$ cat config.mk
export PLATFORM = sky130hd
export DESIGN_NAME = systolic_stream_driver
export DESIGN_NICKNAME = d
export VERILOG_FILES = /design/src/rtl/systolic_stream_driver.sv
export SDC_FILE = /design/constraint.sdc
export NUM_CORES = 1
export LEC_CHECK = 0
export CORE_ASPECT_RATIO = 0.5
export CORE_MARGIN = 2
export CORE_UTILIZATION = 55
export CTS_CLUSTER_DIAMETER = 30
export DETAILED_ROUTE_END_ITERATION = 16
export DONT_BUFFER_PORTS = 1
export PLACE_DENSITY = 0.7
export SYNTH_ARGS = -nofsm -noshare
export SYNTH_HDL_FRONTEND = slang
export SYNTH_SLANG_ARGS = --single-unit
export TNS_END_PERCENT = 10
$ cat constraint.sdc
create_clock -name clk_i -period 2.25 [get_ports clk_i]
set_input_delay 0.5625 -clock clk_i [delete_from_list [all_inputs] [get_ports clk_i]]
set_output_delay 0.5625 -clock clk_i [all_outputs]
set_load 0.05 [all_outputs]
$ cat src/rtl/systolic_stream_driver.sv
// Initiator for the systolic array stream port: holds operands A and B, streams them
// to the array over valid/ready and gathers the results over valid/yumi into a read buffer.
`timescale 1ns/1ps
module systolic_stream_driver #(
   parameter int width_p        = 8,
   parameter int array_width_p  = 2,
   parameter int array_height_p = 2,
   parameter int timeout_p      = 64,
   localparam int els_lp        = array_width_p * array_height_p,
   localparam int src_els_lp    = 2 * els_lp
) (
   input  logic                          clk_i,
   input  logic                          reset_n_i,
   input  logic                          load_v_i,
   input  logic [$clog2(src_els_lp)-1:0] load_addr_i,
   input  logic [width_p-1:0]            load_data_i,
   input  logic                          start_i,
   output logic                          busy_o,
   output logic                          done_o,
   output logic                          timeout_o,
   output logic                          flush_o,
   output logic                          valid_o,
   input  logic                          ready_i,
   output logic [width_p-1:0]            data_o,
   input  logic                          valid_i,
   input  logic [width_p-1:0]            data_i,
   output logic                          yumi_o,
   input  logic [$clog2(els_lp)-1:0]     rd_addr_i,
   output logic [width_p-1:0]            rd_data_o,
   output logic [2:0]                    dbg_state_o
);

   localparam int src_aw_lp  = $clog2(src_els_lp);
   localparam int scnt_w_lp  = $clog2(src_els_lp + 1);
   localparam int rcnt_w_lp  = $clog2(els_lp + 1);
   localparam int icnt_w_lp  = $clog2(timeout_p + 1);
   localparam logic [scnt_w_lp-1:0] send_full_lp = scnt_w_lp'(src_els_lp);
   localparam logic [rcnt_w_lp-1:0] recv_full_lp = rcnt_w_lp'(els_lp);
   localparam logic [icnt_w_lp-1:0] idle_full_lp = icnt_w_lp'(timeout_p);
   localparam logic [src_aw_lp-1:0] src_first_lp = '0;

   typedef enum logic [2:0] {
      IDLE_S  = 3'd0,
      FLUSH_S = 3'd1,
      SEND_S  = 3'd2,
      DRAIN_S = 3'd3,
      DONE_S  = 3'd4
   } state_e;

   state_e                 state_q, state_d;
   logic [scnt_w_lp-1:0]   send_cnt_q, send_cnt_d;
   logic [rcnt_w_lp-1:0]   recv_cnt_q, recv_cnt_d;
   logic [icnt_w_lp-1:0]   idle_cnt_q, idle_cnt_d;
   logic                   busy_q, busy_d;
   logic                   done_q, done_d;
   logic                   timeout_q, timeout_d;
   logic                   flush_q, flush_d;
   logic                   valid_q, valid_d;
   logic [width_p-1:0]     data_q, data_d;
   logic [width_p-1:0]     src_mem_q [src_els_lp];
   logic [width_p-1:0]     src_mem_d [src_els_lp];
   logic [width_p-1:0]     res_mem_q [els_lp];
   logic [width_p-1:0]     res_mem_d [els_lp];
   logic                   send_xfer;
   logic                   yumi;

   // Handshakes: an operand word moves on a cycle where valid_o && ready_i; a result word
   // moves on a cycle where yumi_o is high, and yumi_o is only ever raised while valid_i is high.
   always_comb begin
      state_d    = state_q;
      send_cnt_d = send_cnt_q;
      recv_cnt_d = recv_cnt_q;
      idle_cnt_d = idle_cnt_q;
      busy_d     = busy_q;
      done_d     = done_q;
      timeout_d  = timeout_q;
      flush_d    = 1'b0;
      valid_d    = valid_q;
      data_d     = data_q;
      src_mem_d  = src_mem_q;
      res_mem_d  = res_mem_q;
      send_xfer  = 1'b0;
      yumi       = 1'b0;

      case (state_q)
         IDLE_S, DONE_S: begin
            if (load_v_i) begin
               src_mem_d[load_addr_i] = load_data_i;
            end
            if (start_i) begin
               state_d    = FLUSH_S;
               flush_d    = 1'b1;
               busy_d     = 1'b1;
               done_d     = 1'b0;
               timeout_d  = 1'b0;
               send_cnt_d = '0;
               recv_cnt_d = '0;
               idle_cnt_d = '0;
            end
         end

         FLUSH_S: begin
            state_d = SEND_S;
            valid_d = 1'b1;
            data_d  = src_mem_q[src_first_lp];
         end

         SEND_S, DRAIN_S: begin
            send_xfer = (state_q == SEND_S) && valid_q && ready_i;
            yumi      = valid_i && (recv_cnt_q < recv_full_lp);

            if (send_xfer) begin
               send_cnt_d = send_cnt_q + scnt_w_lp'(1);
               if (send_cnt_d == send_full_lp) begin
                  valid_d = 1'b0;
                  state_d = DRAIN_S;
               end else begin
                  data_d = src_mem_q[send_cnt_d[src_aw_lp-1:0]];
               end
            end

            if (yumi) begin
               res_mem_d[recv_cnt_q[$clog2(els_lp)-1:0]] = data_i;
               recv_cnt_d = recv_cnt_q + rcnt_w_lp'(1);
            end

            if (send_xfer || yumi) begin
               idle_cnt_d = '0;
            end else begin
               idle_cnt_d = idle_cnt_q + icnt_w_lp'(1);
            end

            // Normal completion takes priority over a timeout landing on the same cycle.
            if ((send_cnt_d == send_full_lp) && (recv_cnt_d == recv_full_lp)) begin
               state_d = DONE_S;
               done_d  = 1'b1;
               busy_d  = 1'b0;
               valid_d = 1'b0;
            end else if (idle_cnt_d == idle_full_lp) begin
               state_d   = DONE_S;
               done_d    = 1'b1;
               timeout_d = 1'b1;
               busy_d    = 1'b0;
               valid_d   = 1'b0;
            end
         end

         default: begin
            state_d = IDLE_S;
         end
      endcase
   end

   always_ff @(posedge clk_i or negedge reset_n_i) begin
      if (!reset_n_i) begin
         state_q    <= IDLE_S;
         send_cnt_q <= '0;
         recv_cnt_q <= '0;
         idle_cnt_q <= '0;
         busy_q     <= 1'b0;
         done_q     <= 1'b0;
         timeout_q  <= 1'b0;
         flush_q    <= 1'b0;
         valid_q    <= 1'b0;
         data_q     <= '0;
         res_mem_q  <= '{default: '0};
      end else begin
         state_q    <= state_d;
         send_cnt_q <= send_cnt_d;
         recv_cnt_q <= recv_cnt_d;
         idle_cnt_q <= idle_cnt_d;
         busy_q     <= busy_d;
         done_q     <= done_d;
         timeout_q  <= timeout_d;
         flush_q    <= flush_d;
         valid_q    <= valid_d;
         data_q     <= data_d;
         res_mem_q  <= res_mem_d;
      end
   end

   // Operand storage survives reset so a host can reload only what changed.
   always_ff @(posedge clk_i) begin
      src_mem_q <= src_mem_d;
   end

   assign busy_o      = busy_q;
   assign done_o      = done_q;
   assign timeout_o   = timeout_q;
   assign flush_o     = flush_q;
   assign valid_o     = valid_q;
   assign data_o      = data_q;
   assign yumi_o      = yumi;
   assign rd_data_o   = res_mem_q[rd_addr_i];
   assign dbg_state_o = state_q;

endmodule

# Word level (Yosys, flattened, before mapping)
# Cells that the tools add are included.
# W data, S select, Z words.
[totals] reg_bits=126 latch_bits=0 mem_bits_rw=0 romBits=0 inputBits=27 out_inout_bits=25 memories=0
[classes] addsub=3 mul=0 div=0 n_lt_le_gt_ge=7 n_eq_ne=16 shifts=0 muxes=51 n_bitwise=4 reduce_logical=20
[ops] op="$bwmux W64" count=1
[ops] op="$mux W8" count=8
[ops] op="$bwmux W32" count=1
[ops] op="$bmux W8 S3" count=1
[ops] op="$demux W8 S3" count=1
[ops] op="$mux W3" count=8
[ops] op="$mux W7" count=3
[ops] op="$bmux W8 S2" count=1
[ops] op="$demux W8 S2" count=1
[ops] op="$pmux W8 S2" count=1
[ops] op="$mux W1" count=14
[ops] op="$pmux W7 S2" count=1
[ops] op="$mux W4" count=3
[ops] op="$reduce_and A3 Y1" count=4
[ops] op="$ne A2 B2 Y1 const B" count=5
[ops] op="$pmux W3 S3" count=1
[ops] op="$eq A4 B4 Y1 const B" count=2
[ops] op="$ge A4 B4 Y1 const B" count=2
[ops] op="$ne A4 B4 Y1 const B" count=2
[ops] op="$not A3 Y4" count=2
[ops] op="$pmux W1 S2" count=4
[ops] op="$pmux W4 S2" count=1
[ops] op="$add A7 B1 Y7 const B" count=1
[ops] op="$eq A7 B7 Y1 const B" count=1
[ops] op="other kinds (19)" count=32

# Depth between registers and ports, before layout
# Gate-level depths: netlist of run 1.
[logic_depth] depth_word=10 depth_mapped=7 mapped_depth_nobuf=6

# Least setup slack after synthesis of run 1
# OpenSTA, ideal clock, no wires.
[synth_timing] kind="reg-to-reg" start="reg state_q[2], in the netlist dbg_state_o[2]" end="reg res_mem_q[17] in the netlist's numbering" t_arrival_ns=1.925 path_slack_ns=0.198 stages_incl_launch_ff=6 n_path_buf=1 path_cell_list="dfrtp_1 > nand2b_1 > buf_2 > nor2_4 > nand2_2 > mux2_1"
[synth_between] elab_chain_cells=3 elab_cells_between_ends=4
[synth_rtl] item="from (decl)" line_no="50" rtl="state_e state_q, state_d;"
[synth_rtl] item="from (signal assigned)" line_no="168" rtl="state_q <= state_d;"
[synth_rtl] item="$eq A3 B2 Y1" line_no="85" rtl="case (state_q)"
[synth_rtl] item="$reduce_or A2 Y1 (*)" line_no="85"
[synth_rtl] item="$reduce_and A2 Y1 (no line) (*)"
[synth_rtl] item="to (signal assigned)" line_no="178" rtl="res_mem_q <= res_mem_d;"
[synth_rtl] item="to (decl)" line_no="62" rtl="logic [width_p-1:0] res_mem_q [els_lp];"
# Mark *: on every way between the ends. The rest lies on a longest branch, timed or not.
# A chain may end at the register's enable or synchronous reset.

# Worst setup path after layout of run 1
[layout_timing] start="reg state_q[2], in the netlist dbg_state_o[2]" end="out yumi_o"
[layout_between] elab_chain_cells=3 elab_cells_between_ends=4
[layout_rtl] item="$eq A3 B2 Y1" line_no="85"
[layout_rtl] item="$reduce_or A2 Y1 (*)" line_no="85"
[layout_rtl] item="$mux W1 (*)" line_no="85"
[layout_rtl] item="to (decl)" line_no="27" rtl="output logic yumi_o,"
# Marked as above.

==> reports/results.ini, run 1 <==
[clocking]
htreeDepth=4
cts_tree=done
clock_latency_ns=0.41
cts_resized=0
root_buffer=clkbuf_16
post_cts_buffers=0
cts.reportedPaths.clkPinSlew_ns=0.05
clock_sinks=126
numCtsBuffers=17
cts_buffer_depth=2
ctsHoldBuffers=1

[cells_and_area]
area_growth_pct=15.6
multi_input_area_um2=1960
seq_area_um2=3470
drive_gt1_share_pct=32.6
nets=413
diodes=0
num-fill-cells=661
stdcell_area_um2=6400

[placement]
dp_hpwl_mm=7.18
postPlaceCellArea_um2=5800
place_congestion=0.832
numPortBuffers=0

[route]
vias=3111
ant_nets=0
wirelength_mm=10.7
wl_per_cell_um=20.2
drt_iter0_drc=266
viasPerCell=5.89
drc_errors=0
dr.pass1.iters=5

[worst_setup_path]
crit_path_start=dbg_state_o[2]
worst-r2r-cell-count=6
r2r_slack_ns=0.19
critical_path.startpoint_type=flop
worstPathArrival_ns=1.56
path_class=flop to output port
cp_max_fo=7
worstReg2RegStart=send_cnt_q[1]
worst_r2r_endpoint=busy_o
worst_setup_path_end_kind=output port
cp.required_ns=1.69

[floorplan]
std_cell_rows=25
ios=52
dieArea_um2=10900
initial_core_util_pct=57.6
fp.dieH_um=74.9
die_w_um=146
fp.coreArea_um2=9600

[synth]
synth_edf_count=64
synth-seq-cells=126
async_flop_share_pct=49.2
synth_nets=386
yosysWarnings=0
synth_top_area_share_pct=34.7
yosysTopAreaCell=edfxtp_1
ys_top_cells_by_count=edfxtp_1 (64), dfrtp_1 (62), mux2_2 (40)
synth_ff_type=edfxtp_1
syn_avg_cell_area_um2=15.7
synth_area_um2=5530
synth-seq-area-share_pct=62.8
synth_cell_types=51
ys_top_cells_by_area=edfxtp_1 (35%), dfrtp_1 (28%), mux4_2 (9.8%)
synthCells=353
yosysMostFrequentCell=edfxtp_1

[global_route]
grt_pass1_wl_mm=16.9
grt_usage_pct=21.4
grt_max_degree=63
grt_pass1_vias=3172
gr-total-overflow=0
antenna_found_initial=0

[power]
p_total_mw=9.01
power.leakage_nw=2.42
power_density_nw_per_um2=1410
vdd_drop_max_uv=736

[status]
run_status=finished clean

[worst_hold_path]
min_path_type=input pin to async pin

[timing]
setup_viol=0
period_minus_slack_ns=2.12
slew_viol_final=0
timing.setup.tns_ns=0
finalHoldViolations=0
rsz0062_at_grt=false
max_slew_margin_pct=59.7
fin_crit_sh_pct=94.4
fmax_mhz=471
tightest_slew_ns=0.604
finClkSkew_ns=0.00634

[flow_run]
maxCapViolCount=0

flip-flops by register name (all words and copies together) (netlist names):
signal	flops
idle_cnt_q	7
done_o	1
valid_o	1
res_mem_q	32
busy_o	1
flush_o	1
data_o	8
timeout_o	1
send_cnt_q	4
dbg_state_o	3
recv_cnt_q	3
src_mem_q	64
metal layers:
layer	up-vias	global-route usage [%]	share of wire, %
li1	1416	-	-
met1	1562	27.5	45
met2	122	35.0	47
met3	11	8.18	7.0
met4	0	6.64	1.1
met5	-	0	0
worst max path at each step:
stage                         end  slack [ns]
finish                     yumi_o        0.13
global route               yumi_o        0.05
CTS                        yumi_o        0.11
detailed placement      data_o[3]        0.18
global placement        data_o[0]        0.22
floorplan           res_mem_q[17]        0.20
critical path, cell delays in order, from the launching register on:
cell      delay, ns
dfrtp_1        0.46
nand2b_1       0.25
nor2_4         0.27
buf_12         0.18
per-stage QoR:
| stage | worst slack, ns | cells | utilization (%) | hold WS (ns) |
|---|---|---|---|---|
| 5_1_grt | 0.0534 | 528 | 66.6 | 0.0177 |
| 2_1_floorplan | 0.198 | 353 | - | 0.267 |
| 6_report | 0.126 | 528 | 66.6 | 0.0292 |
| 3_5_place_dp | 0.180 | 495 | 60.4 | 0.269 |
| 3_3_place_gp | 0.224 | 495 | 60.4 | 0.268 |
| 4_1_cts | 0.108 | 528 | 66.6 | 0.0207 |
layout by cell type (no fill, tap or decap), types with 3 or more instances in the layout:
cell       count
a21oi_1        9
o21ai_0       13
xor2_1         3
clkbuf_16     17
nand3b_1       4
buf_12         3
clkinv_4       5
o211ai_1       3
mux2_2        40
nand3_1        7
nand2b_1       6
a22o_1         3
inv_1          4
nor2_1        23
nand2_1       21
nand2_2        4
mux4_2        24
nor3_1         5
ha_1           6
dfrtp_1       62
edfxtp_1      64
buf_4         16
mux2i_1        8
area by class of cell:
| type | count | share of cell area [%] |
|---|---|---|
| multi-input cells | 211 | 30.6 |
| well taps | 135 | 2.64 |
| clock buffers | 19 | 6.77 |
| clock inverters | 13 | 2.21 |
| inverters | 4 | 0.235 |
| repair buffers | 20 | 3.25 |
| flip-flops and latches | 126 | 54.3 |
power breakdown:
part / internal (mW) / switching (mW)
Combinational: 1.33 / 1.50
Clock: 1.63 / 0.992
Sequential: 2.92 / 0.644
logic make-up after synthesis:
group                      count (synthesis)  share of synthesized area [%]
xor gates and xnor gates                   5                           1.13
buffers and inverters                     16                           1.85
AOI/OAI and AO/OA                         45                           5.72
DFF                                      126                           62.8
adders and majority gates                  6                           1.36
muxes                                     73                           19.6
and+or+nand+nor                           82                           7.60
(Power assumes the default switching activity.)
==> run 2, diff against run 1 <==
--- a/config.mk
+++ b/config.mk
@@ -5,8 +5,8 @@
 export SDC_FILE = /design/constraint.sdc
 export NUM_CORES = 1
 export LEC_CHECK = 0
+export ABC_CLOCK_PERIOD_IN_PS = 2250
 export CORE_ASPECT_RATIO = 0.5
-export CORE_MARGIN = 2
 export CORE_UTILIZATION = 55
 export CTS_CLUSTER_DIAMETER = 30
 export DETAILED_ROUTE_END_ITERATION = 16
==> run 2 against run 1 <==
Against the previous run:
- via count increased by 0.39%
- clock skew hardly changed
- critical path type is now flop to flop
- highest routed layer unchanged
- final area grew 0.23%
- flip-flop and latch count unchanged
- wire length increased by 2.0%
- largest cell class unchanged
- core utilization increased by 0.16 points
- power rose by 1.3%
- critical endpoint is now busy_o
- die area is 4.0% lower
==> reports/results.ini, run 2 (same netlist as run 1, synthesis figures left out) <==
[cells_and_area]
area_growth_pct=15.9
fin_util_pct=66.8
regMostFlops=src_mem_q
diodes=0
layout_commonest_cell=edfxtp_1
nets=414
final_cells=529
stdcell_area_um2=6410
largest_register_ffs=64
layout_common_cells=edfxtp_1 (64), dfrtp_1 (62), mux2_2 (40)
drive_gt1_share_pct=32.7

[timing]
finClkSkew_ns=0.00666
max_slew_margin_pct=64.3
slew_viol_final=0
fin_hold_ws_ns=0.0301
setup_ws_ns=0.191
tightest_slew_ns=0.536
setup_viol=0
timing.setup.tns_ns=0
period_minus_slack_ns=2.06
fmax_mhz=486
rsz0062_at_grt=false
finalHoldViolations=0
fin_crit_sh_pct=91.5

[worst_setup_path]
worst_setup_path_end_kind=flop
path_class=flop to flop
critical_path.startpoint_type=flop
slowest_stage=dfrtp_1
crit_family=compound AO/OA/AOI/OAI gates
cp.required_ns=2.55
max_stage_delay_ns=0.45
worstPathArrival_ns=2.35
worst-path-buf-inv=0
cp_max_fo=7
crit_chain=ha_1, or2_2, a211oi_2, o211ai_2, o32a_1, o21a_1

[floorplan]
std_cell_rows=25
initial_core_util_pct=57.6
die_w_um=144
fp.coreArea_um2=9600
fp.dieH_um=72.9
dieArea_um2=10500
ios=52

[clocking]
htreeDepth=4
cts.reportedPaths.clkPinSlew_ns=0.06
numCtsBuffers=17
cts_buffer_depth=2
cts_resized=0
root_buffer=clkbuf_16
ctsHoldBuffers=1
cts_tree=done
post_cts_buffers=0
clock_latency_ns=0.41
clock_sinks=126

[route]
drt_iter0_drc=166
dr.pass1.iters=4
vias=3123
wl_per_cell_um=20.6
wirelength_mm=10.9
viasPerCell=5.90
ant_nets=0
drc_errors=0

[global_route]
grt_pass1_wl_mm=17.2
grt_pass1_vias=3340
grt_usage_pct=23.1
antenna_found_initial=0
grt_max_degree=63
gr-total-overflow=0

[placement]
numPortBuffers=0
place_inst=496
dp_slack_ns=0.224
place_congestion=0.863
dp_hpwl_mm=7.08
postPlaceCellArea_um2=5790

[status]
run_status=finished clean

[power]
power_density_nw_per_um2=1420
vdd_drop_max_uv=632
power.leakage_nw=2.43
p_total_mw=9.13

[flow_run]
maxCapViolCount=0

[worst_hold_path]
min_path_type=input pin to async pin

-- run 2: path summary, 6_finish.rpt --
path / start / to / slack, ns / depth (start not counted)
max in group asynchronous: reset_n_i / recv_cnt_q[2] / 1.96 / 1
min in group clk_i: load_data_i[5] / src_mem_q[45] / 0.25 / 0
setup reg to reg: send_cnt_q[1] / busy_o / 0.19 / 6
setup / recovery: send_cnt_q[1] / busy_o / 0.19 / 6
hold / removal: reset_n_i / res_mem_q[19] / 0.03 / 1
hold reg to reg: res_mem_q[17] / res_mem_q[17] / 0.50 / 1
-- run 2: cell type report --
| type | instances | area (µm²) |
|---|---|---|
| Sequential cell | 126 | 3470 |
| Fill cell | 637 | 3190 |
| Multi-Input combinational cell | 211 | 1960 |
| Clock buffer | 17 | 425 |
| Timing Repair Buffer | 21 | 203 |
| Clock inverter | 15 | 169 |
| Tap cell | 135 | 169 |
| Inverter | 4 | 15.0 |
-- run 2: power by group --
| part | leakage (nW) | internal (mW) | switching, mW | total (mW) |
|---|---|---|---|---|
| sequential | 1.34 | 2.92 | 0.650 | 3.57 |
| combinational | 0.809 | 1.33 | 1.51 | 2.83 |
| clock | 0.282 | 1.73 | 0.997 | 2.73 |
-- run 2: routing by layer --
metal | part of all wire, % | vias to the layer above | routed length [µm] | GRT usage [%]
met2 | 51 | 100 | 5510 | 40.4
met5 | 0 | - | 0 | 0
met1 | 42 | 1597 | 4580 | 26.9
met4 | 1.4 | 0 | 153 | 9.93
met3 | 5.8 | 18 | 631 | 6.76
li1 | - | 1408 | - | -
==> run 3, diff against run 2 <==
--- a/config.mk
+++ b/config.mk
@@ -6,12 +6,14 @@
 export NUM_CORES = 1
 export LEC_CHECK = 0
 export ABC_CLOCK_PERIOD_IN_PS = 2250
+export CELL_PAD_IN_SITES_DETAIL_PLACEMENT = 0
+export CELL_PAD_IN_SITES_GLOBAL_PLACEMENT = 1
 export CORE_ASPECT_RATIO = 0.5
-export CORE_UTILIZATION = 55
+export CORE_UTILIZATION = 53
 export CTS_CLUSTER_DIAMETER = 30
 export DETAILED_ROUTE_END_ITERATION = 16
 export DONT_BUFFER_PORTS = 1
-export PLACE_DENSITY = 0.7
+export PLACE_DENSITY_LB_ADDON = 0.1
 export SYNTH_ARGS = -nofsm -noshare
 export SYNTH_HDL_FRONTEND = slang
 export SYNTH_SLANG_ARGS = --single-unit
==> run 3 against run 2 <==
Against the previous run:
- worst hold slack got worse by 0.0064 ns
- final area up 0.55%
- clock power rose by 7%
- first-iteration DRC count rose by 34%
- final cell count down 0.38%
- sequential share of layout area fell by 0.29 points
- combinational power about the same
- clock-buffer cell count grew 1
- register-to-register slack hardly changed
- core utilization fell by 0.92 points
- maximum frequency decreased by 1.3%
- critical endpoint is now yumi_o
- largest power group unchanged
- highest routed layer unchanged
==> reports/results.ini, run 3 (same netlist as run 1, synthesis figures left out) <==
[status]
run_status=finished clean

[route]
wl_per_cell_um=20.8
drc_errors=0
viasPerCell=6.01
vias=3166
drt_iter0_drc=222
dr.pass1.iters=5
ant_nets=0
wirelength_mm=11.0

[worst_setup_path]
critical_path.startpoint_type=flop
slowest_stage=dfrtp_1
crit_family=simple AND/OR/NAND/NOR gates
crit_path_start=recv_cnt_q[2]
worst-path-buf-inv=1
worstPathArrival_ns=1.52
r2r_slack_ns=0.20
worst_r2r_endpoint=busy_o
worst_setup_path_end_kind=output port
cp-endpoint=yumi_o
worstSetupPathDepth=3
worst-r2r-cell-count=6
crit_chain=nand2b_1, nor2_4, buf_12
path_class=flop to output port
cp.required_ns=1.69
max_stage_delay_ns=0.39
cp_max_fo=7
worstReg2RegStart=send_cnt_q[1]

[floorplan]
std_cell_rows=25
dieArea_um2=10900
fp.dieH_um=74.2
fp.coreArea_um2=9790
die_w_um=146
initial_core_util_pct=56.5
ios=52

[timing]
period_minus_slack_ns=2.09
fin_crit_sh_pct=92.7
tightest_slew_ns=0.589
fin_hold_ws_ns=0.0237
finalHoldViolations=0
rsz0062_at_grt=false
timing.setup.tns_ns=0
finClkSkew_ns=0.0106
setup_viol=0
fmax_mhz=479
max_slew_margin_pct=60.7
slew_viol_final=0

[placement]
dp_hpwl_mm=7.17
numPortBuffers=0
postPlaceCellArea_um2=5790
place_congestion=0.819

[clocking]
numCtsBuffers=17
cts_buffer_depth=2
htreeDepth=4
cts_resized=0
clock_latency_ns=0.41
cts.reportedPaths.clkPinSlew_ns=0.06
cts_tree=done
root_buffer=clkbuf_16
clock_sinks=126

[cells_and_area]
layout_commonest_cell=edfxtp_1
regMostFlops=src_mem_q
num-fill-cells=685
nets=412
largest_register_ffs=64
area_growth_pct=16.6
stdcell_area_um2=6450
layout_common_cells=edfxtp_1 (64), dfrtp_1 (62), mux2_2 (40)
drive_gt1_share_pct=32.9
diodes=0

[power]
power.leakage_nw=2.45
power_density_nw_per_um2=1440
vdd_drop_max_uv=779

[global_route]
gr-total-overflow=0
grt_max_degree=63
antenna_found_initial=0
grt_usage_pct=22.7
grt_pass1_vias=3226
grt_pass1_wl_mm=17.7

[worst_hold_path]
min_path_type=input pin to async pin

[flow_run]
maxCapViolCount=0

==> run 3: cell type report <==
type	instances	area [µm²]	share of cell area, %
Inverter	4	15.0	0.233
Multi-Input combinational cell	211	1960	30.4
Clock inverter	14	203	3.14
Tap cell	135	169	2.62
Clock buffer	18	429	6.66
Timing Repair Buffer	19	200	3.10
Sequential cell	126	3470	53.9
==> run 3: layer usage <==
metal	global-route usage, %	part of all wire (%)	vias up	wire length, µm
li1	-	-	1416	-
met1	29.2	46	1654	5010
met2	36.8	48	86	5280
met3	7.18	5.1	10	563
met4	9.38	0.85	0	93
met5	0	0	-	0
==> run 3: metrics by stage <==
step           utilization, %  power [mW]  std cells  worst slack (ns)
2_1_floorplan               -        5.81        353             0.198
4_1_cts                  65.9        9.35        527             0.162
3_3_place_gp             59.1        6.29        494             0.192
6_report                 65.9        9.27        527             0.164
5_1_grt                  65.9        9.71        527            0.0848
3_5_place_dp             59.1        6.39        494             0.189
==> run 3: worst min path at each step <==
stage | endpoint | cells past startpoint | start | slack, ns
2_1_floorplan | busy_o | 0 | reset_n_i | 0.27
3_3_place_gp | res_mem_q[27] | 0 | reset_n_i | 0.27
3_5_place_dp | res_mem_q[27] | 0 | reset_n_i | 0.27
4_1_cts | res_mem_q[27] | 1 | reset_n_i | 0.03
5_1_grt | res_mem_q[14] | 1 | reset_n_i | 0.03
6_report | res_mem_q[23] | 1 | reset_n_i | 0.02
==> run 3: repair_timing <==
| action | CTS | global route |
|---|---|---|
| hold buffers | 1 | 0 |
| hold endpoints to repair | 62 | 0 |
| setup buffers | 0 | 0 |
| setup endpoints to repair | 0 | 0 |
==> run 3: where the power goes <==
part	leakage [nW]	total, mW	internal (mW)	switching, mW
combinational	0.804	2.81	1.32	1.49
clock	0.306	2.91	1.87	1.03
sequential	1.34	3.56	2.92	0.641
